===== config.mk =====
export PLATFORM = sky130hd
export DESIGN_NAME = control_unit
export DESIGN_NICKNAME = d
export VERILOG_FILES = /design/src/rtl/control_unit.sv
export SDC_FILE = /design/constraint.sdc
export NUM_CORES = 1
export LEC_CHECK = 0
export BUFFER_PORTS_ARGS = -buffer_cell sky130_fd_sc_hd__buf_2
export CORE_UTILIZATION = 55
export CTS_BUF_LIST = sky130_fd_sc_hd__clkbuf_4
export CTS_CLUSTER_DIAMETER = 100
export DETAILED_ROUTE_END_ITERATION = 16
export PLACE_DENSITY_LB_ADDON = 0.3
export SYNTH_ARGS = -nofsm -noshare
export SYNTH_HDL_FRONTEND = slang
export SYNTH_SLANG_ARGS = --single-unit

===== constraint.sdc =====
create_clock -name clk -period 2.1 [get_ports clk]
set_clock_uncertainty 0.15 [all_clocks]
set_input_delay 0.105 -clock clk [delete_from_list [all_inputs] [get_ports clk]]
set_output_delay 0.105 -clock clk [all_outputs]
set_load 0.01 [all_outputs]

===== src/rtl/control_unit.sv =====
// -----------------------------------------------------------------------------
// control_unit
//
// Fetch/decode/execute sequencer for the 8-bit computer. A Moore FSM whose
// states walk through instruction fetch (built around the one-clock registered
// program ROM read), decode, and the per-instruction execute sequence, driving
// every load/select/write strobe of the datapath.
//
// Ports:
//   clk         system clock, rising edge
//   reset       asynchronous, active-low; forces FETCH_0 and zeroes outputs
//   IR          current instruction register contents (decoded in DECODE_3)
//   CCR_Result  {N,Z,V,C} flags, sampled in DECODE_3 for branch decisions
//   IR_Load, MAR_Load, PC_Load, PC_Inc, A_Load, B_Load, CCR_Load  load strobes
//   ALU_Sel     0 ADD,1 SUB,2 AND,3 OR,4 INC,5 DEC,6 XOR,7 NOT
//   Bus1_Sel    0 PC, 1 A, 2 B
//   Bus2_Sel    0 ALU, 1 Bus1, 2 memory data
//   write       memory write of Bus1 to address MAR
// -----------------------------------------------------------------------------
module control_unit (
    input  logic       clk,
    input  logic       reset,
    input  logic [7:0] IR,
    input  logic [3:0] CCR_Result,
    output logic       IR_Load,
    output logic       MAR_Load,
    output logic       PC_Load,
    output logic       PC_Inc,
    output logic       A_Load,
    output logic       B_Load,
    output logic [2:0] ALU_Sel,
    output logic       CCR_Load,
    output logic [1:0] Bus1_Sel,
    output logic [1:0] Bus2_Sel,
    output logic       write
);

    localparam logic [7:0] OP_LDA_IMM = 8'h86;
    localparam logic [7:0] OP_LDA_DIR = 8'h87;
    localparam logic [7:0] OP_LDB_IMM = 8'h88;
    localparam logic [7:0] OP_LDB_DIR = 8'h89;
    localparam logic [7:0] OP_STA_DIR = 8'h96;
    localparam logic [7:0] OP_STB_DIR = 8'h97;
    localparam logic [7:0] OP_ADD_AB  = 8'h42;
    localparam logic [7:0] OP_SUB_AB  = 8'h43;
    localparam logic [7:0] OP_AND_AB  = 8'h44;
    localparam logic [7:0] OP_OR_AB   = 8'h45;
    localparam logic [7:0] OP_INCA    = 8'h46;
    localparam logic [7:0] OP_INCB    = 8'h47;
    localparam logic [7:0] OP_DECA    = 8'h48;
    localparam logic [7:0] OP_DECB    = 8'h49;
    localparam logic [7:0] OP_XOR_AB  = 8'h4A;
    localparam logic [7:0] OP_NOTA    = 8'h4B;
    localparam logic [7:0] OP_NOTB    = 8'h4C;
    localparam logic [7:0] OP_BRA     = 8'h20;
    localparam logic [7:0] OP_BMI     = 8'h21;
    localparam logic [7:0] OP_BPL     = 8'h22;
    localparam logic [7:0] OP_BEQ     = 8'h23;
    localparam logic [7:0] OP_BNE     = 8'h24;
    localparam logic [7:0] OP_BVS     = 8'h25;
    localparam logic [7:0] OP_BVC     = 8'h26;
    localparam logic [7:0] OP_BCS     = 8'h27;
    localparam logic [7:0] OP_BCC     = 8'h28;

    localparam logic [2:0] ALU_ADD = 3'd0;
    localparam logic [2:0] ALU_SUB = 3'd1;
    localparam logic [2:0] ALU_AND = 3'd2;
    localparam logic [2:0] ALU_OR  = 3'd3;
    localparam logic [2:0] ALU_INC = 3'd4;
    localparam logic [2:0] ALU_DEC = 3'd5;
    localparam logic [2:0] ALU_XOR = 3'd6;
    localparam logic [2:0] ALU_NOT = 3'd7;

    // Each ALU opcode has its own execute state so ALU_Sel and the
    // destination register are a pure function of the present state.
    typedef enum logic [5:0] {
        FETCH_0, FETCH_1, FETCH_2, DECODE_3,
        LDA_IMM_4, LDA_IMM_5, LDA_IMM_6,
        LDA_DIR_4, LDA_DIR_5, LDA_DIR_6, LDA_DIR_7, LDA_DIR_8,
        LDB_IMM_4, LDB_IMM_5, LDB_IMM_6,
        LDB_DIR_4, LDB_DIR_5, LDB_DIR_6, LDB_DIR_7, LDB_DIR_8,
        STA_DIR_4, STA_DIR_5, STA_DIR_6, STA_DIR_7,
        STB_DIR_4, STB_DIR_5, STB_DIR_6, STB_DIR_7,
        ADD_AB_4, SUB_AB_4, AND_AB_4, OR_AB_4,
        INCA_4, INCB_4, DECA_4, DECB_4,
        XOR_AB_4, NOTA_4, NOTB_4,
        BR_4, BR_5, BR_6, BR_SKIP
    } state_t;

    state_t state, state_next;
    logic   br_taken;

    wire flag_n = CCR_Result[3];
    wire flag_z = CCR_Result[2];
    wire flag_v = CCR_Result[1];
    wire flag_c = CCR_Result[0];

    always_ff @(posedge clk or negedge reset) begin
        if (!reset) state <= FETCH_0;
        else        state <= state_next;
    end

    always_comb begin
        br_taken = 1'b0;
        case (IR)
            OP_BRA:  br_taken = 1'b1;
            OP_BMI:  br_taken = flag_n;
            OP_BPL:  br_taken = !flag_n;
            OP_BEQ:  br_taken = flag_z;
            OP_BNE:  br_taken = !flag_z;
            OP_BVS:  br_taken = flag_v;
            OP_BVC:  br_taken = !flag_v;
            OP_BCS:  br_taken = flag_c;
            OP_BCC:  br_taken = !flag_c;
            default: br_taken = 1'b0;
        endcase
    end

    // Next state. Terminal execute states and any illegal encoding fall
    // through to the default and return to FETCH_0.
    always_comb begin
        state_next = FETCH_0;
        case (state)
            FETCH_0:   state_next = FETCH_1;
            FETCH_1:   state_next = FETCH_2;
            FETCH_2:   state_next = DECODE_3;
            DECODE_3: begin
                case (IR)
                    OP_LDA_IMM: state_next = LDA_IMM_4;
                    OP_LDA_DIR: state_next = LDA_DIR_4;
                    OP_LDB_IMM: state_next = LDB_IMM_4;
                    OP_LDB_DIR: state_next = LDB_DIR_4;
                    OP_STA_DIR: state_next = STA_DIR_4;
                    OP_STB_DIR: state_next = STB_DIR_4;
                    OP_ADD_AB:  state_next = ADD_AB_4;
                    OP_SUB_AB:  state_next = SUB_AB_4;
                    OP_AND_AB:  state_next = AND_AB_4;
                    OP_OR_AB:   state_next = OR_AB_4;
                    OP_INCA:    state_next = INCA_4;
                    OP_INCB:    state_next = INCB_4;
                    OP_DECA:    state_next = DECA_4;
                    OP_DECB:    state_next = DECB_4;
                    OP_XOR_AB:  state_next = XOR_AB_4;
                    OP_NOTA:    state_next = NOTA_4;
                    OP_NOTB:    state_next = NOTB_4;
                    OP_BRA, OP_BMI, OP_BPL, OP_BEQ, OP_BNE,
                    OP_BVS, OP_BVC, OP_BCS, OP_BCC:
                        state_next = br_taken ? BR_4 : BR_SKIP;
                    default:    state_next = FETCH_0;
                endcase
            end
            LDA_IMM_4: state_next = LDA_IMM_5;
            LDA_IMM_5: state_next = LDA_IMM_6;
            LDA_DIR_4: state_next = LDA_DIR_5;
            LDA_DIR_5: state_next = LDA_DIR_6;
            LDA_DIR_6: state_next = LDA_DIR_7;
            LDA_DIR_7: state_next = LDA_DIR_8;
            LDB_IMM_4: state_next = LDB_IMM_5;
            LDB_IMM_5: state_next = LDB_IMM_6;
            LDB_DIR_4: state_next = LDB_DIR_5;
            LDB_DIR_5: state_next = LDB_DIR_6;
            LDB_DIR_6: state_next = LDB_DIR_7;
            LDB_DIR_7: state_next = LDB_DIR_8;
            STA_DIR_4: state_next = STA_DIR_5;
            STA_DIR_5: state_next = STA_DIR_6;
            STA_DIR_6: state_next = STA_DIR_7;
            STB_DIR_4: state_next = STB_DIR_5;
            STB_DIR_5: state_next = STB_DIR_6;
            STB_DIR_6: state_next = STB_DIR_7;
            BR_4:      state_next = BR_5;
            BR_5:      state_next = BR_6;
            default:   state_next = FETCH_0;
        endcase
    end

    // Moore outputs. Gated by reset so that nothing strobes while reset is
    // held, even though the state register already sits in FETCH_0.
    always_comb begin
        IR_Load  = 1'b0;
        MAR_Load = 1'b0;
        PC_Load  = 1'b0;
        PC_Inc   = 1'b0;
        A_Load   = 1'b0;
        B_Load   = 1'b0;
        ALU_Sel  = ALU_ADD;
        CCR_Load = 1'b0;
        Bus1_Sel = 2'd0;
        Bus2_Sel = 2'd0;
        write    = 1'b0;
        if (reset) begin
            case (state)
                // Address phase: PC onto Bus2 into MAR.
                FETCH_0, LDA_IMM_4, LDA_DIR_4, LDB_IMM_4, LDB_DIR_4,
                STA_DIR_4, STB_DIR_4, BR_4: begin
                    Bus1_Sel = 2'd0;
                    Bus2_Sel = 2'd1;
                    MAR_Load = 1'b1;
                end
                // ROM read edge; taken branches skip the increment (BR_5).
                FETCH_1, LDA_IMM_5, LDA_DIR_5, LDB_IMM_5, LDB_DIR_5,
                STA_DIR_5, STB_DIR_5, BR_SKIP: begin
                    PC_Inc = 1'b1;
                end
                FETCH_2: begin
                    Bus2_Sel = 2'd2;
                    IR_Load  = 1'b1;
                end
                LDA_IMM_6, LDA_DIR_8: begin
                    Bus2_Sel = 2'd2;
                    A_Load   = 1'b1;
                end
                LDB_IMM_6, LDB_DIR_8: begin
                    Bus2_Sel = 2'd2;
                    B_Load   = 1'b1;
                end
                // Operand byte is the direct address: reload MAR with it.
                LDA_DIR_6, LDB_DIR_6, STA_DIR_6, STB_DIR_6: begin
                    Bus2_Sel = 2'd2;
                    MAR_Load = 1'b1;
                end
                STA_DIR_7: begin
                    Bus1_Sel = 2'd1;
                    write    = 1'b1;
                end
                STB_DIR_7: begin
                    Bus1_Sel = 2'd2;
                    write    = 1'b1;
                end
                BR_6: begin
                    Bus2_Sel = 2'd2;
                    PC_Load  = 1'b1;
                end
                ADD_AB_4, SUB_AB_4, AND_AB_4, OR_AB_4, INCA_4, DECA_4,
                XOR_AB_4, NOTA_4: begin
                    Bus1_Sel = 2'd1;
                    Bus2_Sel = 2'd0;
                    A_Load   = 1'b1;
                    CCR_Load = 1'b1;
                end
                INCB_4, DECB_4, NOTB_4: begin
                    Bus1_Sel = 2'd2;
                    Bus2_Sel = 2'd0;
                    B_Load   = 1'b1;
                    CCR_Load = 1'b1;
                end
                default: ;
            endcase
            case (state)
                SUB_AB_4:         ALU_Sel = ALU_SUB;
                AND_AB_4:         ALU_Sel = ALU_AND;
                OR_AB_4:          ALU_Sel = ALU_OR;
                INCA_4, INCB_4:   ALU_Sel = ALU_INC;
                DECA_4, DECB_4:   ALU_Sel = ALU_DEC;
                XOR_AB_4:         ALU_Sel = ALU_XOR;
                NOTA_4, NOTB_4:   ALU_Sel = ALU_NOT;
                default:          ALU_Sel = ALU_ADD;
            endcase
        end
    end

endmodule


==> impl_metrics.tcl, run 1 <==
set metrics [dict create \
    synthTopCellsByArea "dfrtp_1, a21oi_1, o21ai_0, nor2b_1, nand2_1" \
    fmaxAchievable_ghz 0.466 \
    most-common-layout-cells "buf_2, buf_4, nand2_1, a21oi_1, nor2_1" \
    rows 17 \
    syn-mean-instance-area_um2 6.68 \
    worstPathArrival_ns 2.16 \
    endpoint "state[3]" \
    synth_ff_type "dfrtp_1" \
    hold_viol_final 0 \
    drv_cap 0 \
    setup_slack_ns -0.0461 \
    clk_root_buffer_cell "clkbuf_4" \
    syn_inst 207 \
    finalSetupViolations 4 \
    dp_hpwl_um 2750 \
    vdd_drop_max_uv 630 \
    yosysTopAreaCell "dfrtp_1" \
    viasPerCell 6.75 \
    cts_tree "done" \
    floorplan.initialDensity_pct 60.2 \
    final_util_pct 75.4 \
    boundaryPins 29 \
    antenna_cells 0 \
    outcome "finished with violations" \
    initialDrtViolationCount 125 \
    insertion_delay_ns 0.27 \
    fin_crit_sh_pct 102 \
    reg_top3 "state x6" \
    grt_max_degree 22 \
    routed_wl_um 4710 \
    vias 1837 \
    syn_to_final_growth_pct 25.3 \
    final_cell_count_no_fill 272 \
    worstPathMaxFanout 13 \
    synth_top_area_share_pct 10.9 \
    cts.clk_slew.worst_paths_ns 0.06 \
    synth-edff-count 0 \
    ant_nets 0 \
    synth-async-reset-ratio_pct 100 \
    p_per_area_mw_per_mm2 843 \
    yosysSeqAreaShare_pct 10.9 \
    critPathCaptureType "flip-flop" \
    worst_slew_pin_slew_ns 0.577 \
    die-area_mm2 0.00272 \
    gr-usage-all-layers_pct 30.4 \
    final_common_cell "buf_2" \
    leakagePower_uw 0.000690 \
    r2r_cells 5 \
    io_buffer_count 28 \
    r2r-end "state[3]" \
    synth-seq-cells 6 \
    die_h_um 52.1 \
    critPathKind "reg -> reg" \
    grt_pass1_wl_um 6370 \
    cts_buffers 3 \
    synth_area_mm2 0.00138 \
    cts_num_sinks 6 \
    yosysWarnings 0 \
    nets 260 \
    drc 0 \
    antenna_found_initial 0 \
    dr.pass1.iters 7 \
    r2r_start "state[5]" \
    startpoint_type "flip-flop" \
    rsz0062_at_grt "yes" \
    fin_tns_setup_ns -0.0705 \
    dieWidth_um 52.1 \
    clockBufferDepth 2 \
    drv_slew 0 \
    grt_overflow 0 \
    routedWlPerCell_um 17.3 \
    largest_reg_flops 6 \
    p_total_uw 1460 \
    first_global_vias 1436 \
    min_path_type "in -> async" \
    maxSlewHeadroom_pct 61.2 \
    crit_required_ns 2.11 \
    regMostFlops "state" \
    synth_nets 221 \
    min_period_ns 2.15 \
    ys_types 56 \
    core_mm2 0.00230 \
    crit_path_start "state[5]" \
    reg2reg_setup_slack_ns -0.05 \
    layout-drive-gt1-share_pct 29.9 \
    gp_congestion 0.861 \
    place_inst 255 \
    violations "setup timing" \
    cts-htree-levels 1 \
]
## cells in the mapped netlist (all sizes together) (2+ instances only)
master  number
a21oi       17
clkbuf      17
nand2       16
o21ai       14
nor2        12
nor2b       10
nand3        9
nor3         9
nand2b       8
dfrtp        6
inv          6
and2         5
buf          5
a31oi        4
a32oi        4
mux2i        4
nor4b        4
a21boi       3
a22oi        3
nor3b        3
nor4         3
o21a         3
o31ai        3
or3          3
a211oi       2
a311oi       2
and3         2
nand3b       2
nor4bb       2
o221ai       2
o22ai        2
xnor2        2
## worst max-delay path, cell delays in order, from the launching register on
cell and delay [ns]:
dfrtp_2 0.50, buf_4 0.18, nor4_1 0.52, and2_1 0.28
o21ai_0 0.16, o21ai_0 0.25
## layout make-up
cell class                      instances  area (µm²)
Multi-Input combinational cell        173        1130
Fill cell                             183         564
Timing Repair Buffer                   56         362
Sequential cell                         6         159
Tap cell                               28        35.0
Clock buffer                            3        22.5
Inverter                                6        22.5
## per-layer routing
layer  routed length, µm  global-route usage [%]
met5                   0                       0
met4                 184                    9.65
met3                 463                    4.97
met2                2170                    48.7
met1                1890                    41.3
## what timing repair did
item / CTS / global route
pin swaps: 0 / 1
setup buffers: 0 / 13
endpoints found under the setup margin: 8 / 6
hold buffers: 1 / 0
hold endpoints to repair: 6 / 0
cloned: 0 / 0
resized for setup: 4 / 18
## report_power, final
part           total (µW)  switching, µW  internal (µW)  leakage, µW
clock                 123           56.9           65.7    0.0000138
sequential            229           74.2            154    0.0000728
combinational        1110            619            490     0.000603
## stage by stage
step	setup slack, ns	hold WS, ns	cell area (µm²)
floorplan	0.227	-0.341	1380
global placement	0.178	-0.137	1560
detailed placement	0.135	-0.127	1560
CTS	0.00121	0.135	1600
global route	-0.0838	0.153	1730
finish	-0.0461	0.139	1730
## worst min-delay path by stage
stage | startpoint | endpoint | cells past startpoint
6_report | reset | state[4] | 2
3_3_place_gp | reset | state[5] | 1
4_1_cts | reset | state[4] | 2
5_1_grt | reset | state[4] | 2
3_5_place_dp | reset | state[5] | 1
2_1_floorplan | reset | state[0] | 0
## logic make-up after synthesis
family,Yosys count,synth area share (%)
multiplexers,4,2.90
buffers and inverters,28,9.23
AO/OA/AOI/OAI,73,36.0
AND/OR/NAND/NOR,93,39.1
XOR/XNOR,3,1.90
flip-flops,6,10.9
Power figures use the tool's default switching activity.
==> run 2: changes to the inputs <==
- ABC_CLOCK_PERIOD_IN_PS: not set -> 2100
- CORE_UTILIZATION: 55 -> 50
- CTS_BUF_LIST: sky130_fd_sc_hd__clkbuf_4 -> sky130_fd_sc_hd__clkbuf_2 sky130_fd_sc_hd__clkbuf_4 sky130_fd_sc_hd__clkbuf_8
==> impl_metrics.tcl, run 2 (synthesized netlist as in run 1, its figures left out) <==
set metrics [dict create \
    outcome "finished clean" \
    drv_slew 0 \
    cp_slowest_cell "dfrtp_2" \
    initialDrtViolationCount 66 \
    worstPathMaxFanout 7 \
    ant_nets 0 \
    first_global_vias 1323 \
    grt_overflow 0 \
    endpoint "Bus2_Sel[1]" \
    largest_reg_flops 6 \
    viasPerCell 6.32 \
    antenna_found_initial 0 \
    max_stage_delay_ns 0.46 \
    fin_tns_setup_ns 0 \
    final_common_cell "buf_2" \
    critPathKind "reg -> out" \
    rows 18 \
    critPathCaptureType "output port" \
    crit_required_ns 1.85 \
    fmaxAchievable_ghz 0.492 \
    antenna_cells 0 \
    syn_to_final_growth_pct 20.9 \
    nets 254 \
    worstPathArrival_ns 1.78 \
    reg2reg_setup_slack_ns 0.22 \
    insertion_delay_ns 0.25 \
    gp_congestion 0.796 \
    gr-usage-all-layers_pct 26.1 \
    seqPwrFrac_pct 18.8 \
    vias 1694 \
    sw_frac_of_total_pct 49.6 \
    vdd_drop_max_uv 654 \
    maxSlewHeadroom_pct 70.0 \
    r2r_cells 5 \
    min_path_type "in -> async" \
    fin_crit_sh_pct 96.8 \
    power_frac_comb_pct 73.1 \
    drc 0 \
    dp_hpwl_um 2630 \
    crit_path_cell_trace "buf_4, nand3b_1, a311oi_2, a21oi_1, o32ai_1, and2_1, buf_2" \
    regMostFlops "state" \
    cts_num_sinks 6 \
    setup_slack_ns 0.0666 \
    hold_viol_final 0 \
    crit_path_start "state[0]" \
    drv_cap 0 \
    p_int_uw 672 \
    cts-htree-levels 1 \
    min_period_ns 2.03 \
    die_h_um 54.6 \
    boundaryPins 29 \
    worst_slew_pin_slew_ns 0.446 \
    core_mm2 0.00254 \
    dieWidth_um 54.6 \
    p_switching_uw 661 \
    startpoint_type "flip-flop" \
    most-common-layout-cells "buf_2, buf_4, a21oi_1, nand2_1" \
    routed_wl_um 3770 \
    floorplan.initialDensity_pct 54.3 \
    grt_pass1_wl_um 5820 \
    leakagePower_uw 0.000653 \
    whs_ns 0.147 \
    finalSetupViolations 0 \
    reg_top3 "state x6" \
    p_per_area_mw_per_mm2 798 \
    pre_cts_ws_ns 0.221 \
    layout-drive-gt1-share_pct 27.7 \
    cts.clk_slew.worst_paths_ns 0.04 \
    p_clk_share_pct 8.1 \
    grt_max_degree 21 \
    clockBufferDepth 2 \
    rsz0062_at_grt "yes" \
    cts_tree "done" \
    dr.pass1.iters 4 \
    die-area_mm2 0.00298 \
    cts_buffers 3 \
    num-fill-cells 238 \
    r2r-end "state[4]" \
    r2r_start "state[3]" \
    routedWlPerCell_um 14.1 \
    clk_root_buffer_cell "clkbuf_4" \
    io_buffer_count 28 \
]
run 2: metrics by stage:
step | instances | cell area (µm²) | util, % | total power [µW]
2_1_floorplan | 207 | 1380 | - | 868
3_3_place_gp | 258 | 1570 | 61.6 | 1130
3_5_place_dp | 258 | 1570 | 61.6 | 1130
4_1_cts | 262 | 1600 | 63.0 | 1250
5_1_grt | 268 | 1670 | 65.7 | 1460
6_report | 268 | 1670 | 65.7 | 1330
run 2: what timing repair did:
item / 4_1_cts / 5_1_grt
endpoints found under the setup margin: 5 / 9
endpoints found under the hold margin: 6 / 0
gates resized for setup: 2 / 12
hold buffers: 1 / 0
buffers inserted: 0 / 6
pin swaps: 0 / 0
run 2: how the worst min path moves through the flow:
stage,start,endpoint,slack [ns],cells after the start
6_report,reset,state[2],0.15,2
5_1_grt,IR[0],state[0],0.18,3
4_1_cts,reset,state[2],0.14,2
3_5_place_dp,reset,state[3],-0.13,1
3_3_place_gp,reset,state[2],-0.13,1
2_1_floorplan,reset,state[0],-0.34,0
run 2: power groups by stage:
stage	combinational, µW	clock [µW]	sequential (µW)
2_1_floorplan	710	0	158
3_3_place_gp	876	0	249
3_5_place_dp	883	0	247
4_1_cts	887	112	248
5_1_grt	1090	117	254
6_report	975	108	251
run 2: cell type report:
cell class / instances / area, µm² / share of cell area [%]
multi-input combinational: 173 / 1120 / 67.3
timing repair buffer: 50 / 309 / 18.5
sequential: 6 / 155 / 9.28
tap: 30 / 37.5 / 2.25
clock buffer: 3 / 22.5 / 1.35
inverter: 6 / 22.5 / 1.35
run 2: critical path: cells and delay by family, from the launching register on:
| family | cells | cell delay [ns] |
|---|---|---|
| and+or+nand+nor | 2 | 0.31 |
| buffers and inverters | 2 | 0.30 |
| AOI/OAI and AO/OA | 3 | 0.46 |
| DFF | 1 | 0.46 |
run 2: routing by layer:
layer	global-route usage [%]	up-vias	routed length, µm
met2	41.4	46	1800
met5	0	-	0
li1	-	848	-
met3	3.61	4	166
met1	36.5	796	1780
met4	6.84	0	28
